<file path="src/rtl/mips_decode_reg.sv">
// Fetch-to-decode pipeline register: 2-entry skid buffer with registered field decode.
// Optional statistics counters are built only when MIPS_DECODE_STATS_EN is defined.
module mips_decode_reg #(
  parameter int INSTR_W = 32,
  parameter int CONST_W = 15,
  parameter int STAT_W  = 16
) (
  input  logic               clk,
  input  logic               rst,
  input  logic               flush,
  input  logic               in_valid,
  input  logic [INSTR_W-1:0] in_instr,
  output logic               in_ready,
  output logic               out_valid,
  input  logic               out_ready,
  output logic [6:0]         out_opcode,
  output logic [4:0]         out_rd,
  output logic [4:0]         out_rs,
  output logic [4:0]         out_rt,
  output logic [CONST_W-1:0] out_const,
  output logic               out_const_sign,
  output logic               out_use_const,
  output logic [STAT_W-1:0]  stat_accepted,
  output logic [STAT_W-1:0]  stat_stalls
);

  logic               main_valid_q, main_valid_d;
  logic [INSTR_W-1:0] main_instr_q, main_instr_d;
  logic               skid_valid_q, skid_valid_d;
  logic [INSTR_W-1:0] skid_instr_q, skid_instr_d;
  logic               accept;
  logic               issue;

  // in_ready depends only on skid occupancy, so it never combinationally follows out_ready.
  assign in_ready  = ~skid_valid_q;
  assign out_valid = main_valid_q;
  assign accept    = in_valid & in_ready;
  assign issue     = out_valid & out_ready;

  always_comb begin
    main_valid_d = main_valid_q;
    main_instr_d = main_instr_q;
    skid_valid_d = skid_valid_q;
    skid_instr_d = skid_instr_q;
    if (flush) begin
      main_valid_d = 1'b0;
      skid_valid_d = 1'b0;
    end else if (issue) begin
      if (skid_valid_q) begin
        main_valid_d = 1'b1;
        main_instr_d = skid_instr_q;
        skid_valid_d = accept;
        if (accept) begin
          skid_instr_d = in_instr;
        end
      end else begin
        main_valid_d = accept;
        if (accept) begin
          main_instr_d = in_instr;
        end
      end
    end else if (accept) begin
      if (main_valid_q) begin
        skid_valid_d = 1'b1;
        skid_instr_d = in_instr;
      end else begin
        main_valid_d = 1'b1;
        main_instr_d = in_instr;
      end
    end
  end

  always_ff @(posedge clk) begin
    if (rst) begin
      main_valid_q <= 1'b0;
      main_instr_q <= '0;
      skid_valid_q <= 1'b0;
      skid_instr_q <= '0;
    end else begin
      main_valid_q <= main_valid_d;
      main_instr_q <= main_instr_d;
      skid_valid_q <= skid_valid_d;
      skid_instr_q <= skid_instr_d;
    end
  end

  // Pure bit slicing; extension to 32 bits happens in the constant extender.
  assign out_opcode     = main_instr_q[31:25];
  assign out_rd         = main_instr_q[24:20];
  assign out_rs         = main_instr_q[19:15];
  assign out_rt         = main_instr_q[14:10];
  assign out_const      = main_instr_q[CONST_W-1:0];
  assign out_use_const  = main_instr_q[31];
  assign out_const_sign = main_instr_q[31] & ~main_instr_q[30];

`ifdef MIPS_DECODE_STATS_EN
  logic [STAT_W-1:0] acc_cnt_q, acc_cnt_d;
  logic [STAT_W-1:0] stall_cnt_q, stall_cnt_d;

  // Counters saturate at all-ones and ignore flush; only accepts in a flush cycle are excluded.
  always_comb begin
    acc_cnt_d   = acc_cnt_q;
    stall_cnt_d = stall_cnt_q;
    if (accept && !flush && (acc_cnt_q != {STAT_W{1'b1}})) begin
      acc_cnt_d = acc_cnt_q + 1'b1;
    end
    if (out_valid && !out_ready && (stall_cnt_q != {STAT_W{1'b1}})) begin
      stall_cnt_d = stall_cnt_q + 1'b1;
    end
  end

  always_ff @(posedge clk) begin
    if (rst) begin
      acc_cnt_q   <= '0;
      stall_cnt_q <= '0;
    end else begin
      acc_cnt_q   <= acc_cnt_d;
      stall_cnt_q <= stall_cnt_d;
    end
  end

  assign stat_accepted = acc_cnt_q;
  assign stat_stalls   = stall_cnt_q;
`else
  assign stat_accepted = '0;
  assign stat_stalls   = '0;
`endif

endmodule

</file>
<file path="config.mk">
export PLATFORM = sky130hd
export DESIGN_NAME = mips_decode_reg
export DESIGN_NICKNAME = d
export VERILOG_FILES = /design/src/rtl/mips_decode_reg.sv
export SDC_FILE = /design/constraint.sdc
export NUM_CORES = 1
export LEC_CHECK = 0
export CORE_MARGIN = 1.5
export CORE_UTILIZATION = 48
export DETAILED_ROUTE_END_ITERATION = 8
export PLACE_DENSITY = 0.85
export SYNTH_ARGS = -nofsm -noshare
export SYNTH_HDL_FRONTEND = slang
export SYNTH_SLANG_ARGS = --single-unit
</file>
<file path="constraint.sdc">
create_clock -name clk -period 3 [get_ports clk]
set_input_delay 0.6 -clock clk [delete_from_list [all_inputs] [get_ports clk]]
set_output_delay 0.6 -clock clk [all_outputs]
set_load 0.05 [all_outputs]
</file>
==> results of run 1 <==
[synthesized netlist by cell type]
master,n
nand2_1,130
and3_1,1
a311oi_2,28
dfxtp_1,66
nor3_1,1
clkbuf_1,20
inv_1,1
buf_4,41
buf_6,3
or2_1,1
a211oi_4,1
a21oi_1,34
nor2_1,35
a2111oi_0,1
nor2b_1,2
a311oi_1,4
nand3_1,2
conb_1,1
[worst min-delay path: cells and delay by family, from the launching register on]
kind / cells / cell delay, ps
compound gates: 1 / 50
flops: 1 / 310
simple gates: 1 / 50
[worst paths after layout]
kind	startpoint	endpoint	slack, ps	cells after the start
setup / recovery	main_instr_q[31]	out_const_sign	740	2
hold / removal	skid_instr_q[0]	skid_instr_q[0]	450	2
setup reg to reg	out_valid	main_instr_q[5]	1290	5
hold reg to reg	skid_instr_q[0]	skid_instr_q[0]	450	2
[metal layers]
metal  share of wire [%]  track usage [%]
met2                  51            34.44
met4                 2.3            9.545
met3                 5.6            4.672
met1                  41            21.51
met5                   0                0
[stage by stage]
stage | instance area, µm² | setup slack [ps] | hold slack [ps] | utilization (%)
after floorplan | 3176 | 971.7 | 436.6 | -
after global placement | 3686 | 740.8 | 441.5 | 61.17
after detailed placement | 3686 | 660.1 | 447.1 | 61.17
after CTS | 3850 | 729.0 | 456.4 | 63.89
after global routing | 3850 | 673.7 | 472.9 | 63.89
final | 3850 | 739.6 | 454.9 | 63.89
[cells by family after synthesis]
kind of cell,after synthesis
buf+inv,65
compound gates,68
simple gates,172
flops,66
other cells,1
[layout make-up]
class | instances | area [µm²]
fillers | 521 | 2176
multi-input cells | 272 | 1436
flip-flops and latches | 66 | 1321
repair buffers | 84 | 830.8
clock buffers | 13 | 148.9
well taps | 75 | 93.84
clock inverters | 3 | 15.01
inverters | 1 | 3.754
[power by group through the flow]
| stage | clock, W | combinational [W] | sequential [W] |
|---|---|---|---|
| final | 0.000642 | 0.000479 | 0.000934 |
| after floorplan | 0 | 0.000270 | 0.00106 |
| after CTS | 0.000650 | 0.000480 | 0.000934 |
| after detailed placement | 0 | 0.000479 | 0.000954 |
| after global routing | 0.000690 | 0.000504 | 0.000938 |
| after global placement | 0 | 0.000472 | 0.000953 |
[sequential cells by signal, indices dropped and copies added, names as in the netlist]
signal,flops
skid_valid_q,1
skid_instr_q,32
main_instr_q,32
out_valid,1
==> results.toml, run 1 <==
[status]
outcome = "completed"

[floorplan]
row_count = 28
fp.dieH_um = 82.83
die_w_um = 82.83
dieArea_um2 = 6861
start_util_pct = 50.77
pin_count = 110
core_area_um2 = 6026

[yosys]
syn_avg_cell_area_um2 = 8.224
synth_xor_area_share_pct = 0
synth.distinct_cells = 18
syn_inst = 372
synth_top_area_cell = "dfxtp_1"
synth_fa_ha_area_share_pct = 0
synth_area_um2 = 3059
synth_compound_area_share_pct = 21.39
seq_area_frac_synth_pct = 43.19
ys_ff_latch = 66
netlist.area_leader.share_pct = 43.19
yosysWarningCount = 0
synth_top_family_by_area = "simple AND/OR/NAND/NOR gates"
yosys.area_share.simple_pct = 21.55
synthMuxAreaShare_pct = 0
yosys-top-cells-area = "dfxtp_1, nand2_1, a311oi_2"

[power_and_ir_drop]
power.density_nw_per_um2 = 533.7
power_leakage_nw = 1.383
swShare_pct = 32.72
p_int_w = 0.001383
design_power_total_w = 0.002055
power_frac_clock_pct = 31.2
comb_power_share_pct = 23.3
max-vdd-ir-drop_v = 0.0002969
seqPwrFrac_pct = 45.4
p_sw_w = 0.0006723

[route]
drt_iter0_markers = 115
dr.pass1.iters = 4
dr_total_vias = 2602
final_antenna_net_count = 0
wirelength_mm = 6.641
viasPerCell = 5.062
drc_errors = 0
wl_per_cell_um = 12.92

[critical_path]
cp_max_fo = 4
cp.arrival_ps = 1660
crit_buf_inv = 1
cp_cell_sequence = "nor2b_1, clkdlybuf4s50_1"
crit_slowest_cell = "clkdlybuf4s50_1"
cp_data_required_time_ps = 2400
start_kind = "flop"
path_delay_family = "buffers and inverters"
critPathCaptureType = "primary output"
slowest_delay_ps = 800
critPathKind = "reg -> out"

[min_path]
hold_path.class = "reg -> reg"

[clock_network]
cts_tree = "built"
htree_levels = 3
clk_latency_ps = 340
root_buffer = "clkbuf_8"
post_cts_buffers = 0
cts_sinks = 66
post_cts_resized = 0
cts_buffers = 9
path_clk_slew_ps = 70
clockBufferDepth = 2
cts_hold_buffers = 0

[sta]
setup_viol = 0
drv_slew = 0
hold_violations = 0
rsz0062_at_grt = "false"
max_slew_margin_pct = 52.55
fin_skew_ps = 6.040
fmax_ghz = 0.4424
fin_crit_ps = 2260
worst_pin_slew_ps = 711.7
setup_tns_ps = 0
period_share_pct = 75.35

[grt]
antenna_found_initial = 0
grt_remaining_overflow = 0
grt_first_pass_wirelength_mm = 10.84
grt_max_degree = 65
track_usage_pct = 19.37
grt_pass1_vias = 2490

[flow_run]
maxCapViolations = 0

[cells_and_area]
num_antenna_cells = 0
final_cell_mix = "nand2_1, clkdlybuf4s50_1, dfxtp_1"
layout_commonest_cell = "nand2_1"
finalNonFillerCells = 514
drive_above_1_share_pct = 11.62
syn2layout_area_growth_pct = 25.85
nets = 471

[place]
place_congestion = 0.7233
post-dp-hpwl_mm = 4.343
dp.cells = 498
portBuffers = 77
Power figures use the tool's default switching activity.
==> inputs of run 2 (changes only) <==
CORE_UTILIZATION = 45   (was 48)
PLACE_DENSITY = 0.8   (was 0.85)
clock period = 2.09 ns   (was 3 ns; I/O delays follow)
==> run 2 against run 1 <==
  * The flow now finishes with violations (DRC)
  * Final area is 2.6% higher
  * Critical path depth is 1 lower
  * Total power is 50% higher
  * Largest cell class unchanged
==> results.toml, run 2 (synthesized netlist as in run 1, its figures left out) <==
[grt]
grt_first_pass_wirelength_mm = 11.18
grt_max_degree = 53
antenna_found_initial = 0
grt_pass1_vias = 2429
track_usage_pct = 19.51
grt_remaining_overflow = 0

[cells_and_area]
layout_commonest_cell = "nand2_1"
syn2layout_area_growth_pct = 29.08
drive_above_1_share_pct = 13.26
nets = 477
num_antenna_cells = 0
largestRegisters = "main_instr_q (32), skid_instr_q (32)"
stdcell_area_um2 = 3949
final_cell_mix = "nand2_1, clkdlybuf4s50_1, dfxtp_1"

[power_and_ir_drop]
design_power_total_w = 0.003090
max-vdd-ir-drop_v = 0.0003758
power_leakage_nw = 1.468
power.density_nw_per_um2 = 782.5

[clock_network]
path_clk_slew_ps = 70
post_cts_resized = 0
cts_sinks = 66
cts_buffers = 9
root_buffer = "clkbuf_8"
cts_tree = "built"
cts_hold_buffers = 0
clockBufferDepth = 2
htree_levels = 3
clk_latency_ps = 340
post_cts_buffers = 0

[critical_path]
crit_start = "main_instr_q[30]"
critPathKind = "reg -> out"
rrSetupSlack_ps = 360
r2r-end = "main_instr_q[18]"
r2r_cells = 5
crit_slowest_cell = "clkdlybuf4s50_1"
r2r-start = "out_valid"
cp.arrival_ps = 1540
path_delay_family = "buffers and inverters"
start_kind = "flop"
crit_buf_inv = 1
critPathCaptureType = "primary output"
slowest_delay_ps = 820
cp_max_fo = 3
cp_data_required_time_ps = 1670
cp_cell_sequence = "clkdlybuf4s50_1"

[route]
wirelength_mm = 6.726
wl_per_cell_um = 12.89
dr_total_vias = 2590
viasPerCell = 4.962
final_antenna_net_count = 0
dr.pass1.iters = 6
drt_iter0_markers = 100
drc_errors = 8

[min_path]
hold_path.class = "reg -> reg"
hold_path_end = "skid_instr_q[20]"
worstHoldStart = "skid_instr_q[20]"
min_path_cells = 2

[floorplan]
start_util_pct = 47.37
dieArea_um2 = 7302
die_w_um = 85.45
pin_count = 110
row_count = 29
fp.dieH_um = 85.45
core_area_um2 = 6459

[status]
outcome = "complete, but fails checks"
violations = "DRC"

[sta]
fmax_ghz = 0.5097
worst_pin_slew_ps = 618.8
fin_skew_ps = 12.73
rsz0062_at_grt = "false"
drv_slew = 0
max_slew_margin_pct = 58.74
setup_slack_ps = 128.1
setup_viol = 0
fin_crit_ps = 1962
period_share_pct = 93.87
hold_violations = 0

[place]
place_area_um2 = 3746
dpl_worst_slack_ps = -97.93
place_congestion = 0.7507
portBuffers = 77
post-dp-hpwl_mm = 4.507

[flow_run]
maxCapViolations = 0
## run 2: cell types whose count changed in the layout (fill, tap and decap cells not counted)
cell             previous run  this run
buf_4                       6        11
clkdlybuf4s50_1            76        73
dlymetal6s2s_1              0         3
clkbuf_1                    3         1
buf_12                      1         2
bufinv_16                   0         1
clkinv_4                    0         1
## run 2: worst max-delay path by stage
| stage | slack [ps] | end | depth (start not counted) |
|---|---|---|---|
| 6_report | 130 | out_opcode[5] | 1 |
| 5_1_grt | 90 | out_opcode[6] | 1 |
| 4_1_cts | 10 | out_const_sign | 2 |
| 3_5_place_dp | -100 | main_instr_q[17] | 6 |
| 3_3_place_gp | 30 | main_instr_q[31] | 6 |
| 2_1_floorplan | 190 | main_instr_q[31] | 5 |
## run 2: area by class of cell
| cell class | count | area [µm²] |
|---|---|---|
| inverters | 1 | 3.754 |
| multi-input cells | 272 | 1436 |
| repair buffers | 90 | 895.9 |
| well taps | 77 | 96.34 |
| fillers | 567 | 2510 |
| clock inverters | 5 | 53.80 |
| flip-flops and latches | 66 | 1321 |
| clock buffers | 11 | 141.4 |
## run 2: routing by layer
layer / part of all wire, % / GRT usage [%]
met3: 8.1 / 5.156
met5: 0 / 0
met1: 41 / 24.08
met4: 1.3 / 6.598
met2: 49 / 33.00
## run 2: power breakdown
part | internal (W) | leakage, nW | total (W) | switching, W
Clock | 0.000580 | 0.103 | 0.00106 | 0.000479
Sequential | 0.00131 | 0.538 | 0.00134 | 0.0000317
Combinational | 0.000221 | 0.827 | 0.000691 | 0.000471
## run 2: through the flow
stage	utilization, %	instances	hold WS (ps)	setup TNS (ps)
finish	61.14	522	454.7	0
global route	61.14	522	474.9	0
CTS	61.02	522	456.9	0
detailed placement	58.00	506	446.9	-1597
global placement	58.00	506	441.6	0
floorplan	-	403	436.6	0
